File: src/rtl/vliw_wb_pkg.sv
// Shared constants for the EX->WB writeback stage of the two-slot VLIW core.
// Contents:
//   DATA_W_DEF / RADDR_W_DEF / CNT_W_DEF : default widths for the stage
//   NUM_RD_PORTS                         : register-file read ports that can be bypassed
//   RP_*                                 : index of each read port in rd_addr/rf_data/byp_data
package vliw_wb_pkg;

  localparam int DATA_W_DEF   = 32;
  localparam int RADDR_W_DEF  = 3;
  localparam int CNT_W_DEF    = 8;

  localparam int NUM_RD_PORTS = 4;

  // Read-port order as wired from the register file.
  localparam int RP_MEM_RN = 0;
  localparam int RP_MEM_RD = 1;
  localparam int RP_ALU_RM = 2;
  localparam int RP_ALU_RN = 3;

endpackage : vliw_wb_pkg

File: src/rtl/wb_bypass_mux.sv
// One read port's bypass select for the writeback stage.
// When BYPASS_EN=1 the read data is replaced by an in-flight write to the same
// register (MEM write first, then ALU write); otherwise rf_data_i passes straight
// through and no comparators exist.
// Ports:
//   rd_addr_i            read index presented to the register file
//   rf_data_i            raw register-file read data
//   mem_we_i/_rd_i/_data_i  registered MEM-slot write
//   alu_we_i/_rd_i/_data_i  registered ALU-slot write
//   byp_data_o           read data after bypass
module wb_bypass_mux #(
  parameter int DATA_W    = 32,
  parameter int RADDR_W   = 3,
  parameter bit BYPASS_EN = 1'b0
) (
  input  logic [RADDR_W-1:0] rd_addr_i,
  input  logic [DATA_W-1:0]  rf_data_i,
  input  logic               mem_we_i,
  input  logic [RADDR_W-1:0] mem_rd_i,
  input  logic [DATA_W-1:0]  mem_data_i,
  input  logic               alu_we_i,
  input  logic [RADDR_W-1:0] alu_rd_i,
  input  logic [DATA_W-1:0]  alu_data_i,
  output logic [DATA_W-1:0]  byp_data_o
);

  if (BYPASS_EN) begin : g_bypass
    logic mem_hit;
    logic alu_hit;

    assign mem_hit = mem_we_i && (mem_rd_i == rd_addr_i);
    assign alu_hit = alu_we_i && (alu_rd_i == rd_addr_i);

    // MEM is checked first: on a same-rd pair the ALU write was already
    // dropped at capture, so this order just mirrors who wins the register.
    always_comb begin
      byp_data_o = rf_data_i;
      if (mem_hit) begin
        byp_data_o = mem_data_i;
      end else if (alu_hit) begin
        byp_data_o = alu_data_i;
      end
    end
  end else begin : g_passthru
    logic unused_bypass_in;

    assign byp_data_o       = rf_data_i;
    assign unused_bypass_in = ^{rd_addr_i, mem_we_i, mem_rd_i, mem_data_i,
                                alu_we_i, alu_rd_i, alu_data_i};
  end

endmodule : wb_bypass_mux

File: src/rtl/wb_writeback_stage.sv
// EX->WB pipeline stage of the two-slot VLIW core. Registers the ALU-slot and
// MEM-slot results, resolves same-destination conflicts (MEM slot wins) and
// drives the p4_* write ports of the register file.
//
// Optional feature: define WB_BYPASS_EN to forward the registered writes onto
// the four read ports (byp_data). Without it byp_data = rf_data.
//
// Ports:
//   clk, reset (async, active-high)
//   stall            hold every stage register; conflict pulse drops
//   flush            squash the incoming bundle; write enables drop, rest holds
//   ex_alu_*/ex_mem_*  incoming bundle from EX
//   p4_alu_*/alu_writeData, p4_mem_*/mem_writeData  register-file write ports
//   conflict         one-cycle pulse when a same-rd pair was captured
//   conflict_cnt     saturating count of captured conflicts
//   rd_addr/rf_data  register-file read indices and raw read data
//   byp_data         read data after bypass
//
// Control semantics: there is no valid/ready handshake here. The write enables
// act as the valid qualifier towards the register file and are accepted
// unconditionally on the next edge. Priority at the clock edge is
// reset > flush > stall > capture; flush and stall never advance the counter
// and never let the conflict pulse persist.
module wb_writeback_stage
  import vliw_wb_pkg::*;
#(
  parameter int DATA_W  = DATA_W_DEF,
  parameter int RADDR_W = RADDR_W_DEF,
  parameter int CNT_W   = CNT_W_DEF
) (
  input  logic               clk,
  input  logic               reset,
  input  logic               stall,
  input  logic               flush,
  input  logic               ex_alu_regWrite,
  input  logic [RADDR_W-1:0] ex_alu_rd,
  input  logic [DATA_W-1:0]  ex_alu_result,
  input  logic               ex_mem_regWrite,
  input  logic [RADDR_W-1:0] ex_mem_rd,
  input  logic [DATA_W-1:0]  ex_mem_data,
  output logic               p4_alu_regWrite,
  output logic [RADDR_W-1:0] p4_alu_rd,
  output logic [DATA_W-1:0]  alu_writeData,
  output logic               p4_mem_regWrite,
  output logic [RADDR_W-1:0] p4_mem_rd,
  output logic [DATA_W-1:0]  mem_writeData,
  output logic               conflict,
  output logic [CNT_W-1:0]   conflict_cnt,
  input  logic [RADDR_W-1:0] rd_addr  [NUM_RD_PORTS],
  input  logic [DATA_W-1:0]  rf_data  [NUM_RD_PORTS],
  output logic [DATA_W-1:0]  byp_data [NUM_RD_PORTS]
);

`ifdef WB_BYPASS_EN
  localparam bit BYPASS_EN = 1'b1;
`else
  localparam bit BYPASS_EN = 1'b0;
`endif

  localparam logic [CNT_W-1:0] CNT_MAX = {CNT_W{1'b1}};

  logic               alu_we_q,   alu_we_d;
  logic [RADDR_W-1:0] alu_rd_q,   alu_rd_d;
  logic [DATA_W-1:0]  alu_data_q, alu_data_d;
  logic               mem_we_q,   mem_we_d;
  logic [RADDR_W-1:0] mem_rd_q,   mem_rd_d;
  logic [DATA_W-1:0]  mem_data_q, mem_data_d;
  logic               conflict_q, conflict_d;
  logic [CNT_W-1:0]   cnt_q,      cnt_d;

  logic               same_rd_hit;

  // Both slots target the same register in the incoming bundle.
  assign same_rd_hit = ex_alu_regWrite && ex_mem_regWrite && (ex_alu_rd == ex_mem_rd);

  always_comb begin
    alu_we_d   = alu_we_q;
    alu_rd_d   = alu_rd_q;
    alu_data_d = alu_data_q;
    mem_we_d   = mem_we_q;
    mem_rd_d   = mem_rd_q;
    mem_data_d = mem_data_q;
    conflict_d = 1'b0;
    cnt_d      = cnt_q;

    if (flush) begin
      // Index/data are left alone: a disabled write is a no-op downstream.
      alu_we_d = 1'b0;
      mem_we_d = 1'b0;
    end else if (!stall) begin
      alu_we_d   = ex_alu_regWrite && !same_rd_hit;
      alu_rd_d   = ex_alu_rd;
      alu_data_d = ex_alu_result;
      mem_we_d   = ex_mem_regWrite;
      mem_rd_d   = ex_mem_rd;
      mem_data_d = ex_mem_data;
      if (same_rd_hit) begin
        conflict_d = 1'b1;
        if (cnt_q != CNT_MAX) begin
          cnt_d = cnt_q + CNT_W'(1);
        end
      end
    end
  end

  always_ff @(posedge clk or posedge reset) begin
    if (reset) begin
      alu_we_q   <= 1'b0;
      alu_rd_q   <= '0;
      alu_data_q <= '0;
      mem_we_q   <= 1'b0;
      mem_rd_q   <= '0;
      mem_data_q <= '0;
      conflict_q <= 1'b0;
      cnt_q      <= '0;
    end else begin
      alu_we_q   <= alu_we_d;
      alu_rd_q   <= alu_rd_d;
      alu_data_q <= alu_data_d;
      mem_we_q   <= mem_we_d;
      mem_rd_q   <= mem_rd_d;
      mem_data_q <= mem_data_d;
      conflict_q <= conflict_d;
      cnt_q      <= cnt_d;
    end
  end

  assign p4_alu_regWrite = alu_we_q;
  assign p4_alu_rd       = alu_rd_q;
  assign alu_writeData   = alu_data_q;
  assign p4_mem_regWrite = mem_we_q;
  assign p4_mem_rd       = mem_rd_q;
  assign mem_writeData   = mem_data_q;
  assign conflict        = conflict_q;
  assign conflict_cnt    = cnt_q;

  for (genvar i = 0; i < NUM_RD_PORTS; i++) begin : g_rd_port
    wb_bypass_mux #(
      .DATA_W    (DATA_W),
      .RADDR_W   (RADDR_W),
      .BYPASS_EN (BYPASS_EN)
    ) u_bypass_mux (
      .rd_addr_i  (rd_addr[i]),
      .rf_data_i  (rf_data[i]),
      .mem_we_i   (mem_we_q),
      .mem_rd_i   (mem_rd_q),
      .mem_data_i (mem_data_q),
      .alu_we_i   (alu_we_q),
      .alu_rd_i   (alu_rd_q),
      .alu_data_i (alu_data_q),
      .byp_data_o (byp_data[i])
    );
  end

endmodule : wb_writeback_stage

File: config.mk
export PLATFORM = sky130hd
export DESIGN_NAME = wb_writeback_stage
export DESIGN_NICKNAME = d
export VERILOG_FILES = /design/src/rtl/vliw_wb_pkg.sv /design/src/rtl/wb_bypass_mux.sv /design/src/rtl/wb_writeback_stage.sv
export SDC_FILE = /design/constraint.sdc
export NUM_CORES = 1
export LEC_CHECK = 0
export CAP_MARGIN = 20
export CORE_AREA = 3 3 166 168
export CTS_CLUSTER_DIAMETER = 80
export CTS_CLUSTER_SIZE = 30
export DETAILED_ROUTE_END_ITERATION = 10
export DIE_AREA = 0 0 169 171
export PLACE_DENSITY = 0.6
export SYNTH_ARGS = -nofsm -noshare
export SYNTH_HDL_FRONTEND = slang
export SYNTH_HIERARCHICAL = 1
export SYNTH_SLANG_ARGS = --single-unit
File: constraint.sdc
create_clock -name clk -period 6.6 [get_ports clk]
set_input_delay 1.32 -clock clk [delete_from_list [all_inputs] [get_ports clk]]
set_output_delay 1.32 -clock clk [all_outputs]
set_load 0.02 [all_outputs]
# Word-level counts from Yosys, hierarchy flattened
# Cells that the tools add are included.
# word_totals
reg_bits,81
input_bits,216
output_inout_bits,209
elab_cells,27
# op_classes
addsub,1
n_eq_ne,3
mux,7
n_bitwise,2
n_reduce_logical,6
# op_table
cell,n
$add 8x1->8 const B,1
$ne 8x8->1 const B,1
$mux 1,7
$reduce_and 4->1,1
$eq 3x3->1,1
$logic_and 1x1->1,3
$ne 2x1->1 const B,1
$not 1->1,2
$reduce_and 2->1,1
$logic_not 1->1,1

# Depth between registers and ports, before layout
# logic_depth
ltp_word,6
ltp_mapped,5
ltp_nobuf,5

# Cells and area by module
# The synthesis kept the hierarchy.
# modules_own_cells
module,instances,cells_each,area_each_um2,seq_area_each_um2
wb_writeback_stage,1,198,3145.5,2026.9
wb_bypass_mux,4,32,240.2,0.0

# Least setup slack after synthesis
# No wires, ideal clock.
# synth_timing
path_type,in2out
from,input port rf_data[0] (netlist bit)
to,output port byp_data[0] (netlist bit)
arrival_time_ns,1.454
t_required_ns,5.280
path_slack_ns,3.826
path_stages,1
n_path_buf,1
cell_sequence,buf_4
# synth_rtl
item,line,source
from (decl),wb_writeback_stage.sv:50,"input logic [DATA_W-1:0] rf_data [NUM_RD_PORTS],"
to (decl),wb_writeback_stage.sv:51,output logic [DATA_W-1:0] byp_data [NUM_RD_PORTS]
# No word-level cell between the ends.

# Final worst setup path
# layout_timing
from,input port stall
to,"register mem_data_q[1], in the netlist mem_writeData[1]"
# layout_between
elab_chain_len,2
# layout_lines
item,line,source
from (decl),wb_writeback_stage.sv:33,"input logic stall,"
$not 1->1 (no line),--,
$reduce_and 2->1 (no line),--,
to (signal assigned),wb_writeback_stage.sv:122,mem_data_q <= mem_data_d;
to (decl),wb_writeback_stage.sv:67,"logic [DATA_W-1:0] mem_data_q, mem_data_d;"
# No other way between the ends.
# A chain may end at the register's enable or synchronous reset.

==> out/results.txt <==
Relative slew slack = 52.3%
Post-CTS setup buffers = 0
Yosys top cell area share = 49.4%
Hold path depth = 1
Drt pass-1 iters = 2
R2R depth = 5
Grt total ovfl = 0
Main synth FF type = dfrtp_1
P_int = 1050 µW
Die height = 171 µm
Count of pins over their slew limit = 0
Sink Count = 81
Final HPWL DP = 7640 µm
# nets final = 577
Comb pwr share = 25.1%
Clock root buffer = clkbuf_16
Post-synthesis adder-cell area fraction = 0.305%
Synth area leader = dfrtp_1
Post-synth EDFFs = 0
Via-per-instance ratio = 3.42
Number of diodes = 0
Reg2reg setup slack = 5030 ps
Post-CTS Hold Buffers = 0
Min Tclk post-route = 3360 ps
Reg clk slew, reported paths = 70 ps
WL/cell = 14.8 µm
Worst-margin pin slew = 714 ps
Drc violations = 0
Worst Setup Start Kind = input port
Area grow syn2layout = 31.7%
Clock Power Share = 34.5%
Routed length on met3 = 1180 µm
IO buf count = 156
Synthesis-stage register bit count = 81
Avg Cell Area, Syn = 12.6 µm²
Core area = 26100 µm²
Setup TNS = 0 ps
Worst slack at placement = 2780 ps
Worst Path Max Fanout = 49
Wire length on met1 = 3640 µm
Top cells by area in the synthesized netlist = dfrtp_1 49%, buf_4 23%, mux2_2 19%
Mux cell area share after synthesis = 20.3%
Share of the synthesized area in compound gates (AO/OA/AOI/OAI) = 0.366%
Largest net degree at the start of global routing = 52
DRT iter0 DRCs = 102
Flop pwr share = 40.4%
Synthesized cell area = 4110 µm²
Hold path startpoint = mem_writeData[18]$_DFFE_PP0P_
PostCTS Resize Cnt = 0
Slowest CP cell = buf_4
Fmax achieved = 298 MHz
Starting Density = 15.8%
GP Congestion = 0.651
RSZ-0062 raised after global routing = no
Leak = 0.00212 µW
Die width = 169 µm
Routed met2 length = 4680 µm
Layout cells sized above 1 = 25.5%
Hold Path Class = reg2reg
Period utilization = 50.9%
Post-route cell area = 5410 µm²
Die area = 28900 µm²
Vias post-DR = 2396
Worst-Skew Late Latency = 340 ps
Seq/Total Area, Yosys = 49.4%
Post-route insts no fill = 700
R2R Path Start = conflict_cnt[0]$_DFFE_PP0P_
Post-synthesis net count = 543
Final hold vios = 0
Placed inst area = 5110 µm²
H-tree depth = 3
CP Cell Sequence = clkdlybuf4s50_1 -> nor2_4 -> buf_4 -> mux2_2
Most instantiated cells after synthesis = 128 x buf_4, 81 x dfrtp_1, 70 x mux2_2
First-pass GRT wire length = 15400 µm
Most used standard cell by instance count after synthesis = buf_4
Num CTS Buffers = 9
Crit end category = register
CP top delay family = buffers and inverters
Fill count = 2823
Synthesized netlist cell count = 326
Crit Path Category = in2reg
Asr flop ratio synth = 100%
Fin Clk Skew = 5.09 ps
Run status = completed
Vias in the first global route = 2596
Sw frac = 29.5%
CTS tree = yes
Switch Pwr = 438 µW
GRT Total Usage = 7.07%
PD cells = 274 nW/µm²
Antenna Violating Nets Remaining = 0
Antenna violations before repair = 0
Max Used Layer = met4
YS warnings = 6
Crit path buffers/inverters = 2
VDD IR max = 96.7 µV
Clk buf depth = 2
Final setup viols = 0
Largest family of logic cells by synthesized area = buffers and inverters
Worst Hold End = mem_writeData[18]$_DFFE_PP0P_
IO Pins = 425
Post-Synth XOR/XNOR Area = 1.49%
Synth Area in Simple Gates = 3.69%
Placed Cells = 684
Worst path max stage delay = 640 ps
Max cap viols = 0
Post-Route WL = 10400 µm
WP data arrival = 3590 ps
Required time of the critical path = 6830 ps
Row Count = 59
Post-synth cell types = 23
Setup WS post-layout = 3240 ps
Final Power = 1480 µW
Worst flop-to-flop path endpoint = conflict_cnt[1]$_DFFE_PP0P_
cells by family (layout without fill, tap and decap cells):
kind of cell,count (synthesis),in the layout
mux,74,74
flops,81,81
xor+xnor,7,7
compound gates,2,2
buf+inv,138,177
fa+ha+maj,1,1
simple gates,23,23
area by class of cell:
class | count | area, µm² | area share [%]
timing repair buffer | 158 | 1580 | 29.1
tap | 335 | 419 | 7.75
sequential | 81 | 2030 | 37.5
clock buffer | 10 | 239 | 4.42
clock inverter | 6 | 55.1 | 1.02
multi-input combinational | 107 | 1080 | 20.0
inverter | 3 | 12.5 | 0.231
layout by cell type (no fill, tap or decap), types with 2 or more instances in the layout:
| cell | n |
|---|---|
| nor2_1 | 4 |
| clkbuf_16 | 9 |
| clkdlybuf4s50_1 | 156 |
| nor3_1 | 3 |
| mux2_1 | 3 |
| inv_1 | 2 |
| mux2_2 | 70 |
| dfrtp_1 | 81 |
| buf_4 | 2 |
| xor2_1 | 4 |
| nand4_1 | 2 |
| nand3_1 | 3 |
| inv_6 | 4 |
| nand2_1 | 4 |
| xnor2_1 | 3 |
sequential cells by signal, summed over array words and instances, names as in the netlist:
signal / flops
conflict_cnt: 8
p4_alu_regWrite: 1
p4_mem_regWrite: 1
alu_writeData: 32
mem_writeData: 32
p4_mem_rd: 3
p4_alu_rd: 3
conflict: 1
worst max-delay path by stage:
stage           from                            to  slack [ps]  depth (start not counted)
5_1_grt        stall  alu_writeData[9]$_DFFE_PP0P_        3090                          4
4_1_cts        stall  mem_writeData[1]$_DFFE_PP0P_        3160                          4
6_report       stall  mem_writeData[1]$_DFFE_PP0P_        3240                          4
3_3_place_gp   stall  mem_writeData[6]$_DFFE_PP0P_        2820                          4
2_1_floorplan  reset  alu_writeData[0]$_DFFE_PP0P_        3200                          1
3_5_place_dp   stall  mem_writeData[5]$_DFFE_PP0P_        2780                          4
per-stage QoR:
stage	utilization [%]	hold WS [ps]
finish	20.8	504
global route	20.8	528
CTS	20.8	512
detailed placement	19.6	496
global placement	19.6	490
floorplan	-	609
metal layers:
layer,track usage (%),vias up
met5,0,-
met1,7.08,1145
met2,10.8,142
li1,-,1025
met4,6.46,0
met3,3.54,84
power by group through the flow:
stage | registers, µW | logic, µW | clock network (µW)
2_1_floorplan | 693 | 198 | 0
3_3_place_gp | 607 | 378 | 0
3_5_place_dp | 611 | 380 | 0
4_1_cts | 602 | 381 | 553
5_1_grt | 612 | 397 | 570
6_report | 600 | 373 | 511
Power figures use the tool's default switching activity.
==> variant: new RTL, same flow settings <==
`BYPASS_EN` is set to 1'b0 in 2 places; all go to 1'b1.
--- a/src/rtl/wb_bypass_mux.sv
+++ b/src/rtl/wb_bypass_mux.sv
@@ -13,3 +13,3 @@
   parameter int RADDR_W   = 3,
-  parameter bit BYPASS_EN = 1'b0
+  parameter bit BYPASS_EN = 1'b1
 ) (
--- a/src/rtl/wb_writeback_stage.sv
+++ b/src/rtl/wb_writeback_stage.sv
@@ -56,3 +56,3 @@
 `else
-  localparam bit BYPASS_EN = 1'b0;
+  localparam bit BYPASS_EN = 1'b1;
 `endif
Behaviour: not the same (a bounded check fails within 4 cycles, from zero or initial values and one cycle with reset high).
==> variant against the original RTL <==
- area after synthesis increased by 47%
- register-to-register slack got worse by 20 ps
- final area grew 100%
- first-iteration DRC count increased to 4.1 times the old value
- total power rose by 44%
- count of clock-buffer cells in the layout is 1 lower
- final cell count is 120% higher
- worst setup slack worse by 1900 ps
- combinational power increased by 130%
- sequential cell count did not move
- routed wire length rose to 3.0 times the old value
- clock skew fell by 3.5 ps
- highest routed layer unchanged
==> variant: results (changes against the original RTL) <==
metric,value,unit,change
internal power,1.362,mW,was 1.047 mW
Syn Nets,1015,,was 543
hpwl dp,23030,µm,was 7637 µm
synth top area cells,"dfrtp_1 34%, nand2_1 16%, a31oi_1 13%",,"was dfrtp_1 49%, buf_4 23%, mux2_2 19%"
# fillers,2674,,"was 2,823"
Leak,4.364,nW,was 2.116 nW
worst vdd ir,0.1292,mV,was 0.09672 mV
met3 GRT Util,4.667,%,was 3.535%
pin count of the biggest net entering global routing,65,,was 52
worst hold slack,531.0,ps,was 503.9 ps
routed via count,7434,,"was 2,396"
Synth cell types,28,,was 23
multi-input gates,655,,was 107
vias in the first global route,7562,,"was 2,596"
Layout clock area frac,2.999,%,was 5.436%
Post-synth top cells,"260 x nand2_1, 133 x nor2_1, 128 x a31oi_1",,"was 128 x buf_4, 81 x dfrtp_1, 70 x mux2_2"
warnings from Yosys,6,,unchanged
Clock group,0.554,mW,was 0.511 mW
GR Util met2,36.57,%,was 10.76%
first-pass GRT wire length,46460,µm,"was 15,350 µm"
non-clk buf share,40.16,%,was 29.15%
initial DRC count,420,,was 102
nets,1402,,was 577
fraction of area in multi-input gates,34.08,%,was 19.96%
Post-CTS Setup Inserts,0,,unchanged
Combinational Power,0.867,mW,was 0.373 mW
I/O Buffers,424,,was 156
"wirelength, routed",31190,µm,"was 10,390 µm"
flop2flop setup slack,5010,ps,was 5030 ps
crit path max fanout,37,,was 49
Pre-antenna DRT Iters,5,,was 2
Signal buffers,435,,was 158
inverters,3,,unchanged
gr usage total,20.64,%,was 7.067%
clock skew,1.579,ps,was 5.095 ps
GP Congestion,0.8400,,was 0.6509
met1 usage,25.42,%,was 7.080%
post-synthesis sequential area ratio,33.54,%,was 49.36%
relative slew slack,37.11,%,was 52.31%
FFs & Latches,81,,unchanged
status,"finished, final reports clean",,unchanged
critical path arrival,3980,ps,was 3590 ps
dpl cell area,10480,µm²,was 5115 µm²
layout cells sized above 1,9.244,%,was 25.48%
## variant: cell types whose count changed in the layout (fill, tap and decap cells not counted), moves of 2 or more
cell             unedited run  this run
a31oi_1                     0       128
and4_2                      0         4
buf_4                       2        10
bufinv_16                   0         2
clkdlybuf4s50_1           156       424
nand2_1                     4       260
nand4_1                     2         6
nand4_4                     1         5
nor2_1                      4       132
xnor2_1                     3        27
## variant: per-stage QoR
step	cells	worst slack, ps	power (mW)	util, %
after floorplan	798	2897	1.063	-
after global placement	1509	1265	1.585	40.22
after detailed placement	1509	1232	1.590	40.22
after CTS	1525	1230	2.165	41.46
after global routing	1525	1104	2.238	41.46
final	1525	1302	2.133	41.46
## variant: worst paths after layout
| check | startpoint | to | depth (start not counted) |
|---|---|---|---|
| setup / recovery | rd_addr[8] | byp_data[74] | 6 |
| hold / removal | conflict_cnt[0] | conflict_cnt[0] | 1 |
| setup reg to reg | conflict_cnt[0] | conflict_cnt[1] | 5 |
| hold reg to reg | conflict_cnt[0] | conflict_cnt[0] | 1 |
| max in group asynchronous | reset | conflict_cnt[7] | 3 |
| min in group asynchronous | reset | conflict | 2 |
## variant: kinds of logic (layout without fill, tap and decap cells)
kind of cell	Yosys count	after routing	synth area share (%)
mux	74	74	13.77
compound gates	130	130	13.50
xor+xnor	31	31	4.493
buf+inv	62	454	6.315
simple gates	419	419	28.18
fa+ha+maj	1	1	0.2070
flops	81	81	33.54
## variant: per-layer routing
| layer | share of wire (%) | up-vias |
|---|---|---|
| met2 | 49 | 344 |
| met1 | 41 | 3546 |
| met3 | 7.8 | 30 |
| met4 | 1.5 | 0 |
| li1 | - | 3514 |
| met5 | 0 | - |
## variant: worst max-delay path: stages
cell and delay, ps:
clkdlybuf4s50_1 460, xnor2_1 270, nand4_4 580, buf_4 490, a31oi_1 190, clkdlybuf4s50_1 650
